[config.mk]
export PLATFORM = sky130hd
export DESIGN_NAME = imem_loader
export DESIGN_NICKNAME = d
export VERILOG_FILES = /design/src/rtl/imem_loader_pkg.sv /design/src/rtl/byte_packer.sv /design/src/rtl/imem_loader.sv
export SDC_FILE = /design/constraint.sdc
export NUM_CORES = 1
export LEC_CHECK = 0
export CELL_PAD_IN_SITES_DETAIL_PLACEMENT = 1
export CELL_PAD_IN_SITES_GLOBAL_PLACEMENT = 2
export CORE_ASPECT_RATIO = 0.7
export CORE_MARGIN = 4
export CORE_UTILIZATION = 39
export DETAILED_ROUTE_END_ITERATION = 6
export DONT_BUFFER_PORTS = 1
export PLACE_DENSITY_LB_ADDON = 0.1
export SYNTH_ARGS = -nofsm -noshare
export SYNTH_HDL_FRONTEND = slang
export SYNTH_HIERARCHICAL = 1
export SYNTH_SLANG_ARGS = --single-unit
[constraint.sdc]
create_clock -name clk -period 3.25 [get_ports clk]
set_input_delay 0.4875 -clock clk [delete_from_list [all_inputs] [get_ports clk]]
set_output_delay 0.4875 -clock clk [all_outputs]
set_load 0.005 [all_outputs]
[src/rtl/imem_loader_pkg.sv]
// Shared types and constants for the instruction-memory boot loader.
// States, header length and bytes-per-word used by imem_loader and byte_packer.
package imem_loader_pkg;

  typedef enum logic [2:0] {
    ST_HDR0,
    ST_HDR1,
    ST_DATA,
    ST_CSUM,
    ST_DONE,
    ST_ERR
  } loader_state_t;

  localparam int HDR_BYTES      = 2;
  localparam int BYTES_PER_WORD = 4;

endpackage

[src/rtl/byte_packer.sv]
// Byte-to-word packer: little-endian shift register with a 2-bit byte counter.
// Latency: word_vld pulses one cycle after the 4th byte; no backpressure, every byte_vld is taken.
// Backpressure: none; the caller gates byte_vld with its own handshake.
module byte_packer
  import imem_loader_pkg::*;
#(
  parameter int DATA_WIDTH = 32
) (
  input  logic                  clk,
  input  logic                  reset,
  input  logic                  clear,
  input  logic                  byte_vld,
  input  logic [7:0]            byte_dat,
  output logic                  last_byte,
  output logic                  word_vld,
  output logic [DATA_WIDTH-1:0] word_dat
);

  logic [1:0]            byte_cnt;
  logic [DATA_WIDTH-1:0] shreg;
  logic [DATA_WIDTH-1:0] shifted;

  // New bytes enter at the top so the first byte ends up in bits [7:0].
  assign shifted   = {byte_dat, shreg[DATA_WIDTH-1:8]};
  assign last_byte = (byte_cnt == 2'(BYTES_PER_WORD - 1));

  always_ff @(posedge clk) begin
    if (reset || clear) begin
      byte_cnt <= 2'd0;
      shreg    <= '0;
      word_vld <= 1'b0;
      word_dat <= '0;
    end else begin
      word_vld <= 1'b0;
      if (byte_vld) begin
        shreg    <= shifted;
        byte_cnt <= byte_cnt + 2'd1;
        if (last_byte) begin
          word_vld <= 1'b1;
          word_dat <= shifted;
        end
      end
    end
  end

endmodule

[src/rtl/imem_loader.sv]
// Boot loader: byte stream (N header + 4*N payload bytes) -> imem writes; holds the core until done.
// Latency: each write one cycle after its 4th byte; in_ready low only in DONE/ERR. Optional IMEM_LOADER_CHECKSUM_EN adds a trailing sum byte.
module imem_loader
  import imem_loader_pkg::*;
#(
  parameter int DEPTH      = 256,
  parameter int ADDR_WIDTH = 18,
  parameter int DATA_WIDTH = 32
) (
  input  logic                  clk,
  input  logic                  reset,
  input  logic [7:0]            in_data,
  input  logic                  in_valid,
  output logic                  in_ready,
  input  logic                  restart,
  output logic                  mem_we,
  output logic [ADDR_WIDTH-1:0] mem_addr,
  output logic [DATA_WIDTH-1:0] mem_wdata,
  output logic                  core_hold,
  output logic                  load_done,
  output logic                  load_err
);

`ifdef IMEM_LOADER_CHECKSUM_EN
  localparam loader_state_t END_STATE = ST_CSUM;
  logic [7:0] csum;
`else
  localparam loader_state_t END_STATE = ST_DONE;
`endif

  loader_state_t state, next_state;
  logic          accept;
  logic          clear;
  logic          last_byte;
  logic          word_last;
  logic [7:0]    hdr_lo;
  logic [15:0]   hdr_n;
  logic [15:0]   n_words;
  logic [15:0]   word_cnt;

  assign accept    = in_valid && in_ready;
  assign clear     = restart && (state == ST_DONE || state == ST_ERR);
  assign hdr_n     = {in_data, hdr_lo};
  assign word_last = last_byte && (word_cnt == n_words - 16'd1);

  byte_packer #(.DATA_WIDTH(DATA_WIDTH)) u_packer (
    .clk       (clk),
    .reset     (reset),
    .clear     (clear),
    .byte_vld  (accept && state == ST_DATA),
    .byte_dat  (in_data),
    .last_byte (last_byte),
    .word_vld  (mem_we),
    .word_dat  (mem_wdata)
  );

  always_comb begin
    next_state = state;
    case (state)
      ST_HDR0: if (accept) next_state = ST_HDR1;
      ST_HDR1: begin
        if (accept) begin
          if (32'(hdr_n) > DEPTH)   next_state = ST_ERR;
          else if (hdr_n == 16'd0)  next_state = END_STATE;
          else                      next_state = ST_DATA;
        end
      end
      ST_DATA: if (accept && word_last) next_state = END_STATE;
`ifdef IMEM_LOADER_CHECKSUM_EN
      ST_CSUM: if (accept) next_state = (in_data == csum) ? ST_DONE : ST_ERR;
`endif
      ST_DONE, ST_ERR: if (restart) next_state = ST_HDR0;
      default: next_state = ST_HDR0;
    endcase
  end

  // Status outputs are registered from next_state so they line up with the state register.
  always_ff @(posedge clk) begin
    if (reset) begin
      state     <= ST_HDR0;
      in_ready  <= 1'b1;
      core_hold <= 1'b1;
      load_done <= 1'b0;
      load_err  <= 1'b0;
      hdr_lo    <= 8'd0;
      n_words   <= 16'd0;
      word_cnt  <= 16'd0;
      mem_addr  <= '0;
`ifdef IMEM_LOADER_CHECKSUM_EN
      csum      <= 8'd0;
`endif
    end else begin
      state     <= next_state;
      in_ready  <= (next_state != ST_DONE) && (next_state != ST_ERR);
      core_hold <= (next_state != ST_DONE);
      load_done <= (next_state == ST_DONE) && (state != ST_DONE);
      load_err  <= (next_state == ST_ERR);
      if (clear) begin
        hdr_lo   <= 8'd0;
        n_words  <= 16'd0;
        word_cnt <= 16'd0;
        mem_addr <= '0;
`ifdef IMEM_LOADER_CHECKSUM_EN
        csum     <= 8'd0;
`endif
      end else if (accept) begin
        case (state)
          ST_HDR0: hdr_lo  <= in_data;
          ST_HDR1: n_words <= hdr_n;
          ST_DATA: begin
`ifdef IMEM_LOADER_CHECKSUM_EN
            csum <= csum + in_data;
`endif
            if (last_byte) begin
              mem_addr <= ADDR_WIDTH'(word_cnt);
              word_cnt <= word_cnt + 16'd1;
            end
          end
          default: ;
        endcase
      end
    end
  end

endmodule

### After elaboration in Yosys (flattened, before gate mapping)

Cells that the tools add are included.

| storage, ports and cells | value |
|---|---|
| bits in registers | 130 |
| input bits | 12 |
| logic and storage cells | 55 |

| operators by class | value |
|---|---|
| add/subtract/negate cells | 3 |
| magnitude comparators | 1 |
| equal/unequal tests | 11 |
| muxes and demuxes | 8 |
| bitwise gates (word level) | 1 |
| reductions and logical operators | 18 |

Operators with widths:

| kind | count |
|---|---|
| $mux 3 | 6 |
| $add 16x1->16 const B | 1 |
| $eq 16x16->1 | 1 |
| $gt 16x9->1 const B | 1 |
| $logic_not 16->1 | 1 |
| $sub 16x1->16 const B | 1 |
| $eq 3x3->1 const B | 4 |
| $pmux 3 s4 | 1 |
| $ne 3x3->1 const B | 3 |
| $logic_and 1x1->1 | 7 |
| $reduce_and 2->1 | 3 |
| $reduce_or 2->1 | 3 |
| $eq 3x1->1 const B | 1 |
| $eq 3x2->1 const B | 1 |
| $logic_not 3->1 | 1 |
| $reduce_and 3->1 | 1 |
| $add 2x1->2 const B | 1 |
| $eq 2x2->1 const B | 1 |
| $logic_or 1x1->1 | 2 |
| $mux 1 | 1 |
| $not 1->1 | 1 |

### Depth between registers and ports, before layout

Gate-level depths: netlist (run 1).

| depth | value |
|---|---|
| depth in word-level cells | 8 |
| gate-level depth with buffers | 9 |

### By module

Netlist (run 1), hierarchy kept.

By module, submodules not included:

| module | instances | cells each | area an instance (um^2) |
|---|---|---|---|
| imem_loader | 1 | 367 | 3022.9 |
| byte_packer | 1 | 235 | 2337.2 |

### Least setup slack after synthesis (run 1)

No wires, ideal clock.

| path | value |
|---|---|
| kind | reg2reg |
| start point | register n_words[0] |
| end point | register core_hold |
| setup time | 0.126 ns |
| arrival time | 2.306 ns |
| required time | 3.124 ns |
| setup slack | 0.819 ns |
| cell stages (with the launch flop) | 10 |
| period minus slack after synthesis | 2.431 ns |
| path through | dfxtp_1 inv_1 ha_1 or4b_1 buf_2 nor3_1 a21boi_0 or4_4 nor4_4 o21bai_1 |

| on the way | value |
|---|---|
| word-level cells in the longest chain between the ends | 7 |

RTL lines:

| element | RTL line | source |
|---|---|---|
| start: declaration | imem_loader.sv:38 | `logic [15:0] n_words;` |
| start signal: assignment | imem_loader.sv:109 | `ST_HDR1: n_words <= hdr_n;` |
| $sub 16x1->16 | imem_loader.sv:44 | `assign word_last = last_byte && (word_cnt == n_words - 16'd1);` |
| $eq 16x16->1 | imem_loader.sv:44 |  |
| $logic_and 1x1->1 | imem_loader.sv:44 |  |
| $logic_and 1x1->1 | imem_loader.sv:68 | `ST_DATA: if (accept && word_last) next_state = END_STATE;` |
| $mux 3 | imem_loader.sv:68 |  |
| $pmux 3 s4 | imem_loader.sv:59 | `case (state)` |
| $ne 3x3->1 | imem_loader.sv:95 | `core_hold <= (next_state != ST_DONE);` |
| end signal: assignment | imem_loader.sv:95 |  |
| end: declaration | imem_loader.sv:19 | `output logic core_hold,` |

Every way passes these cells.
A chain may end at the register's enable or synchronous reset.

### Final worst setup path (run 1)

Same ends and word-level chain as after synthesis.

==> impl_metrics.json, run 1 <==
{
  "status": "finished clean",
  "yosys_register_bits": 122,
  "switching_share_pct": 21.26,
  "synth_top_area_cell": "dfxtp_1",
  "h-tree-depth": 4,
  "powerDensity_nw_per_um2": 624.2,
  "leakage_nw": 2.187,
  "finalSetupViolations": 0,
  "antenna_found_initial": 0,
  "synthXorXnorAreaFrac_pct": 5.719,
  "hpwlAfterDp_mm": 9.884,
  "numClockSinks": 122,
  "yosys.area.top_type_share_pct": 45.56,
  "yosysMostFrequentCell": "dfxtp_1",
  "cts.clk_slew.worst_paths_ps": 60,
  "cts_tree": "built",
  "slew_headroom_pct": 53.29,
  "pwr-share-clk_pct": 55.6,
  "timing.critical_path.required_ps": 3530,
  "worstPathMaxFanout": 6,
  "synth_fa_ha_area_share_pct": 0.7003,
  "tns_ps": 0,
  "ir_worst_vdd_mv": 0.3786,
  "holdPathStages": 1,
  "p_seq_share_pct": 39.6,
  "gp_congestion": 0.7895,
  "nets": 609,
  "critPathKind": "reg -> reg",
  "ioPinCount": 67,
  "cts_root_buffer": "clkbuf_16",
  "drcViolationCount": 0,
  "postCtsSetupBuffers": 0,
  "overflow": 0,
  "synth_top_family_by_area": "simple AND/OR/NAND/NOR gates",
  "min_path_type": "in -> reg",
  "max_freq_ghz": 0.3557,
  "power.switching_mw": 0.8238,
  "rsz0062_at_grt": "no",
  "ant_nets": 0,
  "n_antenna_cell": 0,
  "hold_violations": 0,
  "grt_pass1_vias": 4246,
  "cts_buffers": 17,
  "utilization_pct": 46.63,
  "n_fill_cell": 1536,
  "ys_top_cells_by_area": "dfxtp_1 46%, a21oi_1 6.5%, a21bo_2 6.2%",
  "power_frac_comb_pct": 4.8,
  "r2r_end": "core_hold",
  "die_w_um": 148.1,
  "whs_endpoint": "state[0]",
  "die_h_um": 106.1,
  "placed_cells": 760,
  "tightest_slew_ps": 695.3,
  "layout-drive-gt1-share_pct": 15.49,
  "syn_area_um2": 5360,
  "min_period_ps": 2811,
  "initial_core_util_pct": 40.26,
  "synth-edff-count": 0,
  "wirelength_mm": 14.08,
  "wl_per_cell_um": 17.78,
  "rrSetupSlack_ps": 440,
  "r2r_cells": 8,
  "grt_max_degree": 66,
  "clockBufferDepth": 2,
  "crit_arrival_ps": 3090,
  "yosys-top-cells-count": "122 x dfxtp_1, 70 x a21oi_1, 61 x nor2_1",
  "seqCellArea_um2": 2442,
  "cp-end-kind": "flip-flop",
  "synth.avg_cell_area_um2": 8.904,
  "portBuffers": 0,
  "internal-power_mw": 3.051,
  "synth.area.mux_share_pct": 6.162,
  "ctsHoldBuffers": 0,
  "grtUsageTotal_pct": 18.66,
  "synth-simple-area-share_pct": 21.08,
  "yosys_most_used_dff": "dfxtp_1",
  "multi_input_area_um2": 2686,
  "period_share_pct": 86.49,
  "synth_compound_area_share_pct": 16.13,
  "core-area_um2": 13310,
  "instances_no_fill": 792,
  "ctsResizeCount": 0,
  "vias_per_cell": 5.351,
  "grt_pass1_wl_mm": 23.46,
  "drt-pass1-iter-count": 4,
  "clock_skew_ps": 6.804,
  "async_flop_share_pct": 0,
  "synth.yosys.seq_area_share_pct": 45.56,
  "clkLatencyLatePin_ps": 410,
  "start_kind": "flip-flop",
  "hold_start": "reset",
  "dieArea_um2": 15710,
  "drv_cap": 0,
  "vias": 4238,
  "synth_cells": 602,
  "rows": 35,
  "final_max_slew_viol_count": 0,
  "first_iter_violations": 157,
  "ys_types": 57,
  "timing.rr.start": "n_words[0]",
  "synthToLayoutAreaGrowth_pct": 15.80,
  "yosysWarnings": 6
}
-- placed cells by master, fill, tap and decap left out, drive strengths merged, types with 3 or more instances in the layout --
cell      count
dfxtp       122
a21oi        70
nor2         61
nand2        60
nand3        60
a21bo        33
mux2i        33
xnor2        22
clkbuf       22
buf          18
xor2         13
nor3         10
or4           7
nor4          6
inv           5
bufinv        5
and3          4
or3           4
o21ai         3
nand2b        3
o21bai        3
clkinvlp      3
or2           3
ha            3
-- stage by stage --
stage | hold WS, ps | instance area, um^2 | power, mW | setup slack [ps]
final | 148.9 | 6207 | 3.874 | 439.0
after global routing | 144.5 | 6207 | 4.006 | 280.5
after CTS | 132.9 | 6207 | 3.923 | 442.9
after detailed placement | 470.9 | 5527 | 1.751 | 486.8
after global placement | 470.3 | 5527 | 1.746 | 581.2
after floorplan | 449.6 | 5364 | 1.710 | 818.9
-- flip-flops by register name, indices dropped and copies added (netlist names) --
register,flops
load_done,1
in_ready,1
u_packer/word_vld,1
core_hold,1
state,3
u_packer/word_dat,32
load_err,1
mem_addr,16
u_packer/byte_cnt,2
u_packer/shreg,24
word_cnt,16
n_words,16
hdr_lo,8
-- area by class of cell --
cell class	instances	area share, %
clock buffer	22	7.962
clock inverter	10	3.003
inverter	5	0.3024
multi-input combinational	430	43.28
sequential	122	39.35
tap	185	3.729
timing repair buffer	18	2.379
-- routing by layer --
| metal | GRT usage [%] | share of wire, % | up-vias |
|---|---|---|---|
| met5 | 0 | 0 | - |
| met4 | 5.208 | 0.99 | 0 |
| met3 | 5.965 | 6.2 | 14 |
| met1 | 27.66 | 52 | 2071 |
| li1 | - | - | 2080 |
| met2 | 25.72 | 41 | 73 |
-- critical path, stage by stage (launching register included) --
cell and delay (ps):
dfxtp_1 350, inv_1 70, ha_1 260, or4b_1 620, nor3_1 240, a21boi_0 110, or4_4 560, nor4_4 350
o21bai_1 110
-- kinds of logic (layout without fill, tap and decap cells) --
group,after synthesis,in the layout
compound gates,126,126
fa+ha+maj,3,3
buf+inv,51,55
mux,33,33
flops,122,122
xor+xnor,35,35
other cells,1,2
simple gates,231,231
-- power groups by stage --
stage / registers (mW) / clock network, mW / logic (mW)
CTS: 1.53 / 2.20 / 0.188
detailed placement: 1.57 / 0 / 0.186
finish: 1.53 / 2.15 / 0.187
global placement: 1.56 / 0 / 0.182
global route: 1.53 / 2.26 / 0.210
floorplan: 1.56 / 0 / 0.152
-- how the worst max path moves through the flow --
stage | from | end | slack (ps) | depth (start not counted)
detailed placement | n_words[0] | core_hold | 490 | 8
CTS | n_words[0] | core_hold | 440 | 8
finish | n_words[0] | core_hold | 440 | 8
floorplan | n_words[0] | core_hold | 820 | 9
global route | n_words[0] | state[1] | 280 | 8
global placement | n_words[0] | state[1] | 580 | 8
No activity file was read; power rests on OpenSTA's default activity.
==> run 2, diff against run 1 <==
--- a/config.mk
+++ b/config.mk
@@ -10,6 +10,7 @@
 export CORE_ASPECT_RATIO = 0.7
 export CORE_MARGIN = 4
 export CORE_UTILIZATION = 39
+export CTS_BUF_LIST = sky130_fd_sc_hd__clkbuf_16
 export DETAILED_ROUTE_END_ITERATION = 6
 export DONT_BUFFER_PORTS = 1
 export PLACE_DENSITY_LB_ADDON = 0.1
==> run 2 against run 1 <==
  * Clock skew down 0.65 ps
  * Final cell count unchanged
  * First-iteration DRC count up 28%
  * Sequential share of layout area up 0.32 points
  * Clock-buffer cell count down 5
  * Critical path type unchanged
  * Combinational power about the same
  * Critical endpoint unchanged
  * Core utilization down 0.38 points
  * Critical path depth unchanged
  * Global-route usage up 0.054 points
==> impl_metrics.json, run 2 (same netlist as run 1, synthesis figures left out) <==
{
  "r2r_cells": 8,
  "p_seq_share_pct": 40.8,
  "cp_cell_sequence": "inv_1, ha_1, or4b_1, nor3_1, a21boi_0, or4_4, nor4_4, o21bai_1",
  "n_antenna_cell": 0,
  "leakage_nw": 2.159,
  "clockBufferDepth": 2,
  "gp_congestion": 0.7895,
  "timing.critical_path.required_ps": 3530,
  "nets": 609,
  "largest_register": "u_packer/word_dat",
  "drcViolationCount": 0,
  "largest_registers": "u_packer/word_dat: 32 flops, u_packer/shreg: 24 flops",
  "ctsResizeCount": 0,
  "dieArea_um2": 15710,
  "core-area_um2": 13310,
  "ir_worst_vdd_mv": 0.3795,
  "status": "finished clean",
  "initial_core_util_pct": 40.26,
  "die_w_um": 148.1,
  "hpwlAfterDp_mm": 9.884,
  "synthToLayoutAreaGrowth_pct": 14.87,
  "instances_no_fill": 792,
  "cp-end-kind": "flip-flop",
  "grt_pass1_wl_mm": 23.46,
  "h-tree-depth": 4,
  "grt_pass1_vias": 4264,
  "crit_slowest_cell": "or4b_1",
  "cts_buffers": 17,
  "holdPathStages": 1,
  "drt-pass1-iter-count": 4,
  "drv_cap": 0,
  "finalPower_mw": 3.756,
  "period_share_pct": 86.49,
  "rrSetupSlack_ps": 440,
  "powerDensity_nw_per_um2": 610.0,
  "switching_share_pct": 21.94,
  "min_period_ps": 2811,
  "antenna_found_initial": 0,
  "critical_path.top_delay_family": "simple AND/OR/NAND/NOR gates",
  "whs_endpoint": "state[0]",
  "pwr-share-clk_pct": 54.2,
  "ctsHoldBuffers": 0,
  "timing.rr.start": "n_words[0]",
  "pre_cts_ws_ps": 486.8,
  "power_frac_comb_pct": 5.0,
  "grt_max_degree": 66,
  "ant_nets": 0,
  "layout_setup_ws_ps": 438.9,
  "finalSetupViolations": 0,
  "hold_start": "reset",
  "worstPathMaxFanout": 6,
  "largest_reg_flops": 32,
  "overflow": 0,
  "cpPeakStageDelay_ps": 620,
  "tns_ps": 0,
  "r2r_end": "core_hold",
  "min_path_type": "in -> reg",
  "grtUsageTotal_pct": 18.71,
  "power.switching_mw": 0.8241,
  "rsz0062_at_grt": "no",
  "place_area_um2": 5527,
  "cts.clk_slew.worst_paths_ps": 60,
  "ioPinCount": 67,
  "clkLatencyLatePin_ps": 410,
  "critPathKind": "reg -> reg",
  "vias": 4243,
  "die_h_um": 106.1,
  "portBuffers": 0,
  "rows": 35,
  "start_kind": "flip-flop",
  "postCtsSetupBuffers": 0,
  "crit_arrival_ps": 3090,
  "final_cell_area_um2": 6157,
  "holdWs_ps": 147.4,
  "max_freq_ghz": 0.3557,
  "layout-drive-gt1-share_pct": 14.66,
  "slew_headroom_pct": 53.12,
  "numClockSinks": 122,
  "wl_per_cell_um": 17.74,
  "hold_violations": 0,
  "tightest_slew_ps": 701.6,
  "final_cell_mix": "122 x dfxtp_1, 70 x a21oi_1, 60 x nand2_1, 60 x nor2_1, 59 x nand3_1",
  "cts_root_buffer": "clkbuf_16",
  "layout_commonest_cell": "dfxtp_1",
  "cts_tree": "built",
  "final_max_slew_viol_count": 0,
  "vias_per_cell": 5.357,
  "path_buf_inv": 1,
  "internal-power_mw": 2.932,
  "first_iter_violations": 201,
  "utilization_pct": 46.25,
  "wirelength_mm": 14.05,
  "clock_skew_ps": 6.150,
  "placed_cells": 760
}
[run 2: cell types whose count changed in the layout (fill, tap and decap cells not counted)]
cell	previous run	this run
clkbuf_8	5	0
clkinv_1	0	5
[run 2: how the worst max path moves through the flow]
| stage | cells past startpoint | slack (ps) | to | startpoint |
|---|---|---|---|---|
| floorplan | 9 | 820 | core_hold | n_words[0] |
| global placement | 8 | 580 | state[1] | n_words[0] |
| detailed placement | 8 | 490 | core_hold | n_words[0] |
| CTS | 8 | 440 | core_hold | n_words[0] |
| global route | 8 | 280 | state[1] | n_words[0] |
| finish | 8 | 440 | core_hold | n_words[0] |
[run 2: power groups by stage]
| stage | clock, mW | combinational (mW) | sequential (mW) |
|---|---|---|---|
| floorplan | 0 | 0.152 | 1.56 |
| global placement | 0 | 0.182 | 1.56 |
| detailed placement | 0 | 0.186 | 1.57 |
| CTS | 2.08 | 0.188 | 1.53 |
| global route | 2.14 | 0.210 | 1.53 |
| finish | 2.04 | 0.187 | 1.53 |
[run 2: metal layers]
layer / vias up / share of wire [%] / GRT usage [%]
li1: 2077 / - / -
met1: 2072 / 51 / 27.58
met2: 78 / 41 / 25.82
met3: 16 / 6.7 / 5.965
met4: 0 / 1.2 / 5.603
met5: - / 0 / 0
[run 2: final cells by class]
type | instances | area [um^2]
multi-input combinational | 430 | 2686
sequential | 122 | 2442
clock buffer | 17 | 425.4
timing repair buffer | 18 | 147.6
fill | 1536 | 7156
tap | 185 | 231.5
inverter | 5 | 18.77
clock inverter | 15 | 205.2
